$ cat src/rtl/plab4_net_router_output_ctrl.sv
`default_nettype none
// +----------------------------------------------------------------------------+
// | Module   : plab4_net_router_output_ctrl                                    |
// | Purpose  : Ring-router output-port control: round-robin arbitration over   |
// |            three input ctrls plus a downstream credit counter.             |
// | Options  : PLAB4_NET_OUT_CTRL_STALL_CNT_EN adds a saturating stall counter. |
// | Revision : 1.0 - initial release                                           |
// +----------------------------------------------------------------------------+
module plab4_net_router_output_ctrl #(
    parameter int p_num_credits    = 3,
    parameter int p_num_free_nbits = 2
) (
    input  logic                        clk,
    input  logic                        reset,
    input  logic [2:0]                  reqs,
    output logic [2:0]                  grants,
    output logic                        out_val,
    input  logic                        out_rdy,
    output logic [1:0]                  xbar_sel,
    input  logic                        credit_return,
`ifdef PLAB4_NET_OUT_CTRL_STALL_CNT_EN
    output logic [15:0]                 stall_count,
`endif
    output logic [p_num_free_nbits-1:0] num_free
);

    localparam logic [p_num_free_nbits-1:0] C_CREDITS_MAX = p_num_free_nbits'(p_num_credits);
    localparam logic [p_num_free_nbits-1:0] C_CREDIT_ONE  = p_num_free_nbits'(1);
    localparam logic [p_num_free_nbits-1:0] C_CREDIT_ZERO = '0;

    logic [p_num_free_nbits-1:0] r_credits;
    logic [1:0]                  r_ptr;
    logic                        w_can_send;
    logic                        w_fire;
    logic                        w_found;
    int                          w_idx;

    assign w_can_send = out_rdy && (r_credits != C_CREDIT_ZERO);

    // Search starts at the pointer and wraps modulo 3; first requester wins.
    always_comb begin
        grants   = 3'b000;
        xbar_sel = 2'd0;
        w_found  = 1'b0;
        w_idx    = 0;
        if (w_can_send) begin
            for (int k = 0; k < 3; k++) begin
                w_idx = (int'(r_ptr) + k) % 3;
                if (!w_found && reqs[w_idx]) begin
                    grants[w_idx] = 1'b1;
                    xbar_sel      = 2'(w_idx);
                    w_found       = 1'b1;
                end
            end
        end
    end

    assign out_val  = |grants;
    assign w_fire   = out_val && out_rdy;
    assign num_free = r_credits;

    always_ff @(posedge clk) begin
        if (reset) begin
            r_ptr <= 2'd0;
        end else if (w_fire) begin
            r_ptr <= (xbar_sel == 2'd2) ? 2'd0 : xbar_sel + 2'd1;
        end
    end

    // A return arriving while already full is dropped rather than wrapping.
    always_ff @(posedge clk) begin
        if (reset) begin
            r_credits <= C_CREDITS_MAX;
        end else begin
            case ({w_fire, credit_return})
                2'b10:   r_credits <= r_credits - C_CREDIT_ONE;
                2'b01:   if (r_credits != C_CREDITS_MAX) r_credits <= r_credits + C_CREDIT_ONE;
                default: r_credits <= r_credits;
            endcase
        end
    end

`ifdef PLAB4_NET_OUT_CTRL_STALL_CNT_EN
    logic [15:0] r_stall_count;

    always_ff @(posedge clk) begin
        if (reset) begin
            r_stall_count <= 16'd0;
        end else if ((|reqs) && !w_fire && (r_stall_count != 16'hFFFF)) begin
            r_stall_count <= r_stall_count + 16'd1;
        end
    end

    assign stall_count = r_stall_count;
`endif

`ifndef SYNTHESIS
    always @(posedge clk) begin
        if (!reset && credit_return && !w_fire && (r_credits == C_CREDITS_MAX))
            $display("%m: error: credit_return with credits already full, value held");
    end
`endif

endmodule
`default_nettype wire

$ cat config.mk
export PLATFORM = sky130hd
export DESIGN_NAME = plab4_net_router_output_ctrl
export DESIGN_NICKNAME = d
export VERILOG_FILES = /design/src/rtl/plab4_net_router_output_ctrl.sv
export SDC_FILE = /design/constraint.sdc
export NUM_CORES = 1
export LEC_CHECK = 0
export CORE_AREA = 2 2 39 41
export CTS_BUF_LIST = sky130_fd_sc_hd__clkbuf_16
export CTS_CLUSTER_DIAMETER = 30
export DETAILED_ROUTE_END_ITERATION = 8
export DIE_AREA = 0 0 41 43
export GPL_TIMING_DRIVEN = 1
export HOLD_SLACK_MARGIN = 0.08
export PLACE_DENSITY_LB_ADDON = 0.08
export SLEW_MARGIN = 10
export SYNTH_ARGS = -nofsm -noshare
export SYNTH_HDL_FRONTEND = slang
export SYNTH_SLANG_ARGS = --single-unit
$ cat constraint.sdc
create_clock -name clk -period 3.3 [get_ports clk]
set_input_delay 0.66 -clock clk [delete_from_list [all_inputs] [get_ports clk]]
set_output_delay 0.66 -clock clk [all_outputs]
set_load 0.01 [all_outputs]
# After elaboration in Yosys (flattened, before gate mapping)

Cells that the tools add are included.

Flip-flop bits (word level): 4
Output and inout bits: 8
Input port bits: 7
Word-level logic and storage cells: 68

Magnitude comparators: 6
Bitwise gates (word level): 2
Div/mod/pow operators: 3
Multiplexer cells: 32
Add/subtract/negate cells: 5
Equality and inequality tests: 5
Reductions and logical operators: 13

Operators by type and width:

| operator                | number |
|---|---|
| $ge A32 B1 Y1 const B   | 3 |
| $lt A32 B4 Y1 const B   | 3 |
| $mod A32 B3 Y32 const B | 2 |
| $mod A3 B3 Y32 const B  | 1 |
| $mux W3                 | 6 |
| $mux W1                 | 13 |
| $mux W2                 | 6 |
| $logic_and A1 B1 Y1     | 7 |
| $bmux W1 S2             | 3 |
| $demux W1 S2            | 3 |
| $or A3 B3 Y3            | 2 |
| $add A2 B1 Y2 const B   | 2 |
| $eq A2 B2 Y1 const B    | 2 |
| $ne A2 B2 Y1 const B    | 2 |
| $pmux W2 S2             | 1 |
| $reduce_bool A2 Y1      | 2 |
| $add A2 B1 Y3 const B   | 1 |
| $add A2 B2 Y3 const B   | 1 |
| $reduce_or A3 Y1        | 1 |
| $eq A2 B1 Y1 const B    | 1 |
| $logic_not A1 Y1        | 2 |
| $reduce_and A2 Y1       | 1 |
| $sub A2 B1 Y2 const B   | 1 |

# Longest topological paths before layout

Gate-level depths: netlist of run 1.

Depth after elaboration: 19
Depth in mapped cells: 10
Depth with buffers taken out: 9

# Worst setup path after synthesis of run 1

Ideal clock, no wire load.

Path kind: reg-to-output
From: register r_ptr[0]
To: output port out_val
Buffers on the path: 1
Data arrival time: 1.940 ns
Slack: 0.700 ns
Required time: 2.640 ns
Cell stages (with the launch flop): 10
Path through: dfxtp_1 > inv_1 > ha_1 > buf_6 > and2_1 > a21o_1 > a32oi_1 > o22ai_1 > nor3_4 > inv_2

Word-level cells in the longest chain between the ends: 15
Elaborated cells on any way between the ends: 46
Classes of those cells: add/sub: 2; div: 3; order compare: 6; mux: 25; bitwise: 2; reduce/logical: 8

Ends and longest elaborated chain:

| item                                                                     | line | source |
|---|---|---|
| from (decl)                                                              | 32   | `logic [1:0] r_ptr;` |
| from (signal assigned)                                                   | 66   | `r_ptr <= (xbar_sel == 2'd2) ? 2'd0 : xbar_sel + 2'd1;` |
| parallel branches: the longest is 12 deep, another holds $mod A32 B3 Y32 | --   |  |
| $mux W3 (*)                                                              | 49   | `if (!w_found && reqs[w_idx]) begin` |
| $mux W3 (*)                                                              | 46   | `if (w_can_send) begin` |
| via grants[1]                                                            | 16   | `output logic [2:0] grants,` |
| $reduce_or A3 Y1 (*)                                                     | 58   | `assign out_val = \|grants;` |
| to (decl)                                                                | 17   | `output logic out_val,` |

Mark *: on every way through the listed nets, which the timed path passes. The select of a mux whose other input is x is not followed.

# Worst setup path in the final report of run 1

From: register r_ptr[0]
To: output port xbar_sel[0]

Word-level cells in the longest chain between the ends: 14
Elaborated cells on any way between the ends: 26
Classes of those cells: add/sub: 2; div: 3; mux: 17; reduce/logical: 4

Ends and longest elaborated chain:

| item                                                                     | line | source |
|---|---|---|
| parallel branches: the longest is 12 deep, another holds $mod A32 B3 Y32 | --   |  |
| $mux W2 (*)                                                              | 49   |  |
| $mux W2 (*)                                                              | 46   |  |
| to (decl)                                                                | 19   | `output logic [1:0] xbar_sel,` |

Every way passes the cells marked *. The select of a mux whose other input is x is not followed.

==> flow_metrics.py, run 1 <==
metrics = {
    "layout": {
        "final_nets": 104,
        "final_cells": 107,
        "areaGrowthSynthToFinish_pct": 51.2,
        "mostFrequentLayoutCell": "clkdlybuf4s50_1",
        "fillCellCount": 127,
        "mostFrequentLayoutCells": "11 x clkdlybuf4s50_1, 6 x a21oi_1, 6 x buf_4",
        "n_antenna_cell": 0,
        "drive_above_1_share": 0.231,
    },
    "sta": {
        "max_freq_ghz": 0.316,
        "period_share": 0.960,
        "worst_pin_slew_ps": 527,
        "maxSlewViolCount": 0,
        "setup_viol": 0,
        "worst_slack_ps": 132,
        "period_minus_slack_ps": 3170,
        "finClkSkew_ps": 0.766,
        "rsz0062_at_grt": "no",
        "hold_viol": 0,
        "slew_headroom": 0.645,
    },
    "worst_setup_path": {
        "crit_required_ps": 2640,
        "cp_cell_sequence": "inv_1 -> ha_4 -> buf_4 -> nor2_1 -> a21o_1 -> a32oi_1 -> a211oi_1 -> clkdlybuf4s50_1",
        "cp_slowest_cell": "clkdlybuf4s50_1",
        "worst-path-max-fanout": 10,
        "max_stage_delay_ps": 620,
        "crit_buf_inv": 3,
        "worstPathArrival_ps": 2510,
        "r2r_start": "r_ptr[0]$_SDFFE_PP0P_",
        "crit_family": "buffers and inverters",
        "cp-start-kind": "flip-flop",
        "worstSetupEndpointType": "primary output",
        "path_class": "flip-flop to primary output",
        "cp-startpoint": "r_ptr[0]$_SDFFE_PP0P_",
    },
    "yosys": {
        "synth-seq-cells": 4,
        "synth_async_sr_flop_share": 0,
        "ys_seq_area_frac": 0.144,
        "synth-edff-count": 0,
        "syn_area_sq_um": 557,
        "yosysUniqueCellTypes": 37,
        "ys_warn_count": 0,
        "synth_area_per_cell_sq_um": 7.84,
        "ys.flop_type": "dfxtp_1",
        "synth_cells": 71,
        "synth_fp_nets": 82,
    },
    "die": {
        "ioPinCount": 15,
        "core_area_sq_um": 1380,
        "std_cell_rows": 14,
        "start_util": 0.402,
        "fp.dieArea_sq_um": 1760,
        "die_w_um": 41,
        "die_h_um": 43,
    },
    "power_and_ir_drop": {
        "ir_drop_v": 0.000438,
        "p_leak_nw": 0.336,
        "p_per_area_nw_per_um2": 616,
    },
    "clocking": {
        "hold_buffers": 0,
        "clkTransAtPathRegs_ps": 30,
        "cts.sinks": 4,
        "postCtsSetupBuffers": 0,
        "clockBufferDepth": 2,
        "clk_latency_ps": 220,
        "clock-root-buffer": "clkbuf_16",
        "cts_made_buffers": 3,
        "tritoncts": "done",
        "htreeDepth": 1,
    },
    "place": {
        "port_buffers": 14,
        "place_ws_ps": -103,
        "gp_congestion": 0.705,
        "dp_hpwl_um": 1000,
        "placed_cells_incl_taps": 104,
    },
    "run_status": {
        "status": "completed",
    },
    "global_routing": {
        "grt_max_degree": 11,
        "grt_overflow": 0,
        "track_usage": 0.182,
        "grt_pass1_wl_um": 2210,
        "grt_pass1_vias": 544,
        "antenna_found_initial": 0,
    },
    "hold_path": {
        "hp-class": "flip-flop to flip-flop",
        "hold_path.startpoint": "r_ptr[0]$_SDFFE_PP0P_",
    },
    "routing": {
        "vias_per_cell": 5.49,
        "firstDrtPassIters": 4,
        "antenna_left": 0,
        "drt_iter0_drc": 9,
        "vias": 587,
        "routed_wl_um": 1340,
        "wl_per_cell_um": 12.6,
        "route.detailed.drc": 0,
    },
    "run": {
        "drv_cap": 0,
    },
}
-- registers in the layout (all words and copies together), names as in the netlist --
signal    flops
num_free      2
r_ptr         2
-- routing by layer --
| metal | global-route usage | vias to the layer above | share of wire |
|---|---|---|---|
| li1 | - | 311 | - |
| met1 | 0.260 | 267 | 0.50 |
| met2 | 0.247 | 9 | 0.48 |
| met3 | 0.0471 | 0 | 0.020 |
| met4 | 0.0800 | 0 | 0 |
| met5 | 0 | - | 0 |
-- power by group --
part           internal (mW)  switching, mW  leakage (nW)  total, mW
clock                  0.154         0.0304        0.0370      0.185
combinational          0.133          0.131         0.266      0.264
sequential            0.0577         0.0123        0.0327     0.0700
-- cell families (layout without fill, tap and decap cells) --
| family | Yosys count | count (layout) | synth area share |
|---|---|---|---|
| DFF | 4 | 4 | 0.144 |
| and+or+nand+nor | 30 | 30 | 0.387 |
| adders and majority gates | 4 | 4 | 0.0899 |
| muxes | 2 | 2 | 0.0382 |
| AOI/OAI and AO/OA | 24 | 24 | 0.276 |
| buffers and inverters | 7 | 27 | 0.0652 |
-- cell type report --
type | count | area, sq um | area share
clock buffers | 3 | 75.1 | 0.0892
flip-flops and latches | 4 | 80.1 | 0.0951
repair buffers | 20 | 186 | 0.221
well taps | 16 | 20.0 | 0.0238
multi-input cells | 60 | 465 | 0.553
inverters | 4 | 15.0 | 0.0178
-- worst reg2reg max path: stages, from the launching register on --
cell     delay [ps]
dfxtp_1         380
inv_1           110
ha_4            170
buf_4           160
nor2_1          210
a21o_1          180
a31oi_1         100
a31oi_2         270
nor3_4           80
buf_4           170
or3_1           350
a21oi_1         160
-- metrics by stage --
step	total power, mW	hold WS (ps)	setup TNS [ps]	area (sq um)	utilization
after floorplan	0.236	460	0	557	-
after global placement	0.316	490	-147	741	0.535
after detailed placement	0.316	501	-190	741	0.535
after CTS	0.505	513	0	813	0.588
after global routing	0.550	532	0	842	0.608
final	0.519	510	0	842	0.608
-- repair_timing --
item                       CTS  global route
pin swaps                    0             1
setup endpoints to repair    4             5
resized for setup            2             8
-- final timing paths --
check | endpoint | slack, ps | cells after the start
worst max-delay path | xbar_sel[0] | 130 | 8
worst min-delay path | r_ptr[0]$_SDFFE_PP0P_ | 510 | 2
worst max register to register | r_ptr[0]$_SDFFE_PP0P_ | 890 | 11
worst min register to register | r_ptr[0]$_SDFFE_PP0P_ | 510 | 2
-- synth_stat cells, types with 2 or more instances --
master	count	area share
nand2b_1	2	0.022
inv_2	2	0.013
buf_2	2	0.018
nor3_1	4	0.036
o21a_1	2	0.027
o21ai_0	6	0.054
a31oi_1	2	0.022
ha_1	4	0.090
inv_1	2	0.013
a21oi_1	7	0.063
nor2_1	4	0.027
dfxtp_1	4	0.14
nand2_1	5	0.034
nor4b_1	2	0.031
Note: power is estimated with default switching activity, not from simulation.
==> run 2, diff against run 1 <==
- SETUP_SLACK_MARGIN: default -> 0.1
==> run 2 against run 1 <==
Against the previous run:
- sequential power hardly changed
- sequential cell count unchanged
- via count is 0.51% higher
- largest cell class unchanged
- largest power group unchanged
==> flow_metrics.py, run 2 (synthesized netlist as in run 1, its figures left out) <==
metrics = {
    "clocking": {
        "hold_buffers": 0,
        "cts.sinks": 4,
        "cts_made_buffers": 3,
        "clock-root-buffer": "clkbuf_16",
        "clkTransAtPathRegs_ps": 30,
        "htreeDepth": 1,
        "tritoncts": "done",
        "clockBufferDepth": 2,
        "clk_latency_ps": 220,
    },
    "sta": {
        "rsz0062_at_grt": "yes",
        "max_freq_ghz": 0.318,
        "worst_pin_slew_ps": 668,
        "whs_ps": 509,
        "worst_slack_ps": 156,
        "period_share": 0.953,
        "setup_viol": 0,
        "maxSlewViolCount": 0,
        "finalSetupTns_ps": 0,
        "slew_headroom": 0.550,
        "hold_viol": 0,
        "finClkSkew_ps": 0.766,
        "period_minus_slack_ps": 3140,
    },
    "routing": {
        "antenna_left": 0,
        "vias": 590,
        "route.detailed.drc": 0,
        "vias_per_cell": 5.46,
        "firstDrtPassIters": 4,
        "wl_per_cell_um": 12.4,
        "drt_iter0_drc": 12,
        "routed_wl_um": 1340,
    },
    "worst_setup_path": {
        "worst-path-max-fanout": 10,
        "cp_slowest_cell": "clkdlybuf4s50_1",
        "ff2ff_path_depth": 11,
        "r2r_start": "r_ptr[0]$_SDFFE_PP0P_",
        "path_class": "flip-flop to primary output",
        "cp-start-kind": "flip-flop",
        "cp_cell_sequence": "inv_1 -> ha_4 -> and4bb_1 -> a21o_1 -> a32oi_2 -> o22ai_2 -> nor3_4 -> inv_2 -> clkdlybuf4s50_1",
        "cp-startpoint": "r_ptr[0]$_SDFFE_PP0P_",
        "r2r_slack_ps": 880,
        "max_stage_delay_ps": 460,
        "worstPathArrival_ps": 2480,
        "setup.worst_path.end": "out_val",
        "crit_required_ps": 2640,
        "r2r_end": "r_ptr[0]$_SDFFE_PP0P_",
        "worstSetupEndpointType": "primary output",
    },
    "power_and_ir_drop": {
        "p_leak_nw": 0.350,
        "p_per_area_nw_per_um2": 610,
        "swShare": 0.338,
        "pwr-share-comb": 0.516,
        "pwr-share-seq": 0.133,
        "p_clk_frac": 0.351,
        "internal_power_uw": 349,
        "p_total_uw": 526,
        "ir_drop_v": 0.000443,
        "switchingPower_uw": 178,
    },
    "run": {
        "drv_cap": 0,
    },
    "layout": {
        "mostFrequentLayoutCell": "clkdlybuf4s50_1",
        "areaGrowthSynthToFinish_pct": 54.8,
        "final_cells": 108,
        "mostFrequentLayoutCells": "10 x clkdlybuf4s50_1, 7 x buf_4, 6 x a21oi_1",
        "final_nets": 105,
        "n_antenna_cell": 0,
        "finalInstanceArea_sq_um": 862,
        "drive_above_1_share": 0.283,
        "fin_util": 0.623,
    },
    "die": {
        "die_h_um": 43,
        "start_util": 0.402,
        "die_w_um": 41,
        "std_cell_rows": 14,
        "core_area_sq_um": 1380,
        "fp.dieArea_sq_um": 1760,
        "ioPinCount": 15,
    },
    "place": {
        "place_ws_ps": -103,
        "dp_hpwl_um": 1000,
        "gp_congestion": 0.705,
        "dpl_cell_area_sq_um": 741,
        "port_buffers": 14,
        "placed_cells_incl_taps": 104,
    },
    "global_routing": {
        "grt_busiest_layer": "met1",
        "track_usage": 0.184,
        "grtUsageMet3": 0.0471,
        "antenna_found_initial": 0,
        "grt_overflow": 0,
        "use_met1": 0.264,
        "grt_max_degree": 11,
        "grt_pass1_vias": 541,
        "grt_use_met2": 0.250,
        "grt_pass1_wl_um": 2230,
    },
    "hold_path": {
        "hold_path.startpoint": "r_ptr[0]$_SDFFE_PP0P_",
        "hp-class": "flip-flop to flip-flop",
    },
    "run_status": {
        "status": "completed",
    },
}
==> run 2: cell count changes in the layout (fill, tap and decap cells not counted), sizes merged <==
cell           before  now
clkbuf              3    4
buf                 6    7
clkdlybuf4s50      11   10
dlygate4sd2         1    2
clkdlybuf4s15       1    0
==> run 2: critical path, delay by kind of cell, from the launching register on <==
family,cells,cell delay [ps]
simple gates,2,410
buf+inv,3,600
flops,1,380
fa+ha+maj,1,340
compound gates,3,540
==> run 2: final cells by class <==
class / count / area (sq um)
clock buffers: 3 / 75.1
fillers: 126 / 522
inverters: 4 / 15.0
multi-input cells: 60 / 484
flip-flops and latches: 4 / 80.1
well taps: 16 / 20.0
repair buffers: 21 / 188
==> run 2: metal layers <==
layer / vias up / wire length, um
met3: 0 / 29
met1: 269 / 671
met4: 0 / 0
li1: 310 / -
met5: - / 0
met2: 11 / 641
==> run 2: power by group through the flow <==
stage | clock [mW] | combinational [mW] | sequential, mW
2_1_floorplan | 0 | 0.167 | 0.0688
3_3_place_gp | 0 | 0.246 | 0.0692
3_5_place_dp | 0 | 0.246 | 0.0697
4_1_cts | 0.189 | 0.249 | 0.0692
5_1_grt | 0.191 | 0.296 | 0.0716
6_report | 0.185 | 0.271 | 0.0701
==> run 2: timing repair <==
action | in CTS | in global routing
setup buffers | 0 | 1
pin swaps | 1 | 3
resized for setup | 6 | 10
endpoints found under the setup margin | 5 | 4
==> run 2: worst min-delay path by stage <==
stage	to	cells past startpoint
2_1_floorplan	r_ptr[0]$_SDFFE_PP0P_	2
6_report	r_ptr[0]$_SDFFE_PP0P_	2
3_3_place_gp	r_ptr[0]$_SDFFE_PP0P_	2
4_1_cts	r_ptr[0]$_SDFFE_PP0P_	2
5_1_grt	r_ptr[0]$_SDFFE_PP0P_	2
3_5_place_dp	r_ptr[0]$_SDFFE_PP0P_	2
==> run 3, diff against run 2 <==
- CORE_AREA: 2 2 39 41 -> default
- CORE_ASPECT_RATIO: default -> 0.75
- CORE_MARGIN: default -> 1
- CORE_UTILIZATION: default -> 25
- DIE_AREA: 0 0 41 43 -> default
==> run 3 against run 2 <==
Against the previous run:
- sequential share of layout area decreased by 0.19 points
- total power increased by 3.1%
- clock power about the same
- combinational power is 5% higher
- critical endpoint unchanged
==> flow_metrics.py, run 3 (synthesized netlist as in run 1, its figures left out) <==
metrics = {
    "hold_path": {
        "hp-class": "flip-flop to flip-flop",
        "hold-path-endpoint": "r_ptr[0]$_SDFFE_PP0P_",
        "hold_depth": 2,
        "hold_path.startpoint": "r_ptr[0]$_SDFFE_PP0P_",
    },
    "die": {
        "std_cell_rows": 14,
        "core_area_sq_um": 2050,
        "start_util": 0.272,
        "ioPinCount": 15,
        "die_h_um": 42.9,
        "die_w_um": 56.5,
        "fp.dieArea_sq_um": 2420,
    },
    "routing": {
        "firstDrtPassIters": 4,
        "wl_per_cell_um": 12.3,
        "vias": 599,
        "antenna_left": 0,
        "drt_iter0_drc": 6,
        "vias_per_cell": 5.03,
        "route.detailed.drc": 0,
        "routed_wl_um": 1460,
    },
    "place": {
        "placed_cells_incl_taps": 116,
        "port_buffers": 14,
        "dpl_cell_area_sq_um": 781,
        "place_ws_ps": -82.0,
        "gp_congestion": 0.794,
        "dp_hpwl_um": 1080,
    },
    "clocking": {
        "clk_latency_ps": 220,
        "htreeDepth": 1,
        "cts_made_buffers": 3,
        "clkTransAtPathRegs_ps": 30,
        "tritoncts": "done",
        "hold_buffers": 0,
        "postCtsSetupBuffers": 0,
        "clockBufferDepth": 2,
        "cts.sinks": 4,
        "clock-root-buffer": "clkbuf_16",
    },
    "global_routing": {
        "grt_pass1_vias": 556,
        "grt_pass1_wl_um": 2470,
        "antenna_found_initial": 0,
        "grt_overflow": 0,
        "track_usage": 0.131,
        "grt_max_degree": 11,
    },
    "layout": {
        "mostFrequentLayoutCells": "11 x clkdlybuf4s50_1, 10 x buf_4, 7 x a21oi_1",
        "mostFrequentLayoutCell": "clkdlybuf4s50_1",
        "areaGrowthSynthToFinish_pct": 60.4,
        "final_nets": 108,
        "fillCellCount": 205,
        "finalInstanceArea_sq_um": 893,
        "n_antenna_cell": 0,
        "final_cells": 119,
        "drive_above_1_share": 0.295,
    },
    "power_and_ir_drop": {
        "p_total_uw": 543,
        "p_per_area_nw_per_um2": 608,
        "p_leak_nw": 0.355,
        "ir_drop_v": 0.000402,
    },
    "worst_setup_path": {
        "r2r_end": "r_ptr[0]$_SDFFE_PP0P_",
        "r2r_start": "r_ptr[0]$_SDFFE_PP0P_",
        "path_class": "input port to primary output",
        "worst-path-max-fanout": 5,
        "crit_required_ps": 2640,
        "worstPathArrival_ps": 2460,
        "cp_slowest_cell": "clkdlybuf4s50_1",
        "max_stage_delay_ps": 510,
        "ff2ff_path_depth": 11,
        "crit_family": "buffers and inverters",
        "r2r_slack_ps": 920,
        "worstSetupEndpointType": "primary output",
        "cp-start-kind": "input port",
        "crit_buf_inv": 4,
        "cp_cell_sequence": "dlygate4sd2_1 -> buf_4 -> nor3b_4 -> and4_1 -> a31oi_1 -> a31oi_2 -> nor3_4 -> inv_2 -> clkdlybuf4s50_1",
    },
    "sta": {
        "max_freq_ghz": 0.320,
        "slew_headroom": 0.586,
        "worst_pin_slew_ps": 614,
        "maxSlewViolCount": 0,
        "whs_ps": 488,
        "worst_slack_ps": 176,
        "period_share": 0.947,
        "setup_viol": 0,
        "period_minus_slack_ps": 3120,
        "rsz0062_at_grt": "yes",
        "hold_viol": 0,
        "finClkSkew_ps": 0.528,
    },
    "run": {
        "drv_cap": 0,
    },
    "run_status": {
        "status": "completed",
    },
}
run 3: cell count changes in the layout (fill, tap and decap cells not counted), sizes merged:
| cell | previous run | this run |
|---|---|---|
| clkdlybuf4s50 | 10 | 11 |
| clkbuf | 4 | 3 |
| dlygate4sd2 | 2 | 3 |
| dlymetal6s2s | 1 | 0 |
| buf | 7 | 10 |
run 3: stage by stage:
step            util  setup TNS (ps)
2_1_floorplan      -               0
3_3_place_gp   0.381            -234
3_5_place_dp   0.381            -150
4_1_cts        0.432               0
5_1_grt        0.436               0
6_report       0.436               0
run 3: power by group:
part           internal (mW)  switching, mW  total, mW
logic                  0.146          0.139      0.285
registers             0.0586         0.0122     0.0708
clock network          0.155         0.0323      0.187
total                  0.359          0.184      0.543
run 3: worst max path at each step:
| stage | from | end | slack, ps | cells past startpoint |
|---|---|---|---|---|
| 6_report | reqs[2] | out_val | 180 | 9 |
| 5_1_grt | r_ptr[0]$_SDFFE_PP0P_ | out_val | 60 | 9 |
| 4_1_cts | r_ptr[1]$_SDFFE_PP0P_ | out_val | 120 | 9 |
| 3_5_place_dp | reqs[1] | out_val | -80 | 8 |
| 3_3_place_gp | reqs[1] | grants[1] | -120 | 7 |
| 2_1_floorplan | r_ptr[0]$_SDFFE_PP0P_ | out_val | 700 | 9 |
run 3: routing by layer:
| layer | routed length (um) | global-route usage | vias to the layer above | part of all wire |
|---|---|---|---|---|
| met2 | 626 | 0.195 | 13 | 0.43 |
| met4 | 15 | 0.0732 | 0 | 0.010 |
| met1 | 780 | 0.185 | 270 | 0.53 |
| met5 | 0 | 0 | - | 0 |
| met3 | 37 | 0.0122 | 2 | 0.025 |
| li1 | - | - | 314 | - |
run 3: final cells by class:
class | instances | area (sq um) | share of cell area
clock buffers | 3 | 75.1 | 0.0840
multi-input cells | 60 | 480 | 0.538
inverters | 4 | 15.0 | 0.0168
flip-flops and latches | 4 | 81.3 | 0.0910
well taps | 24 | 30.0 | 0.0336
repair buffers | 24 | 211 | 0.237
run 3: repair_timing:
action | 4_1_cts | 5_1_grt
pin swaps | 1 | 3
resized for setup | 9 | 3
endpoints found under the setup margin | 5 | 4
run 3: tightest hold or removal path, stage by stage (launching register included):
cell	delay (ps)
dfxtp_2	320
nand2_1	50
a21oi_1	60
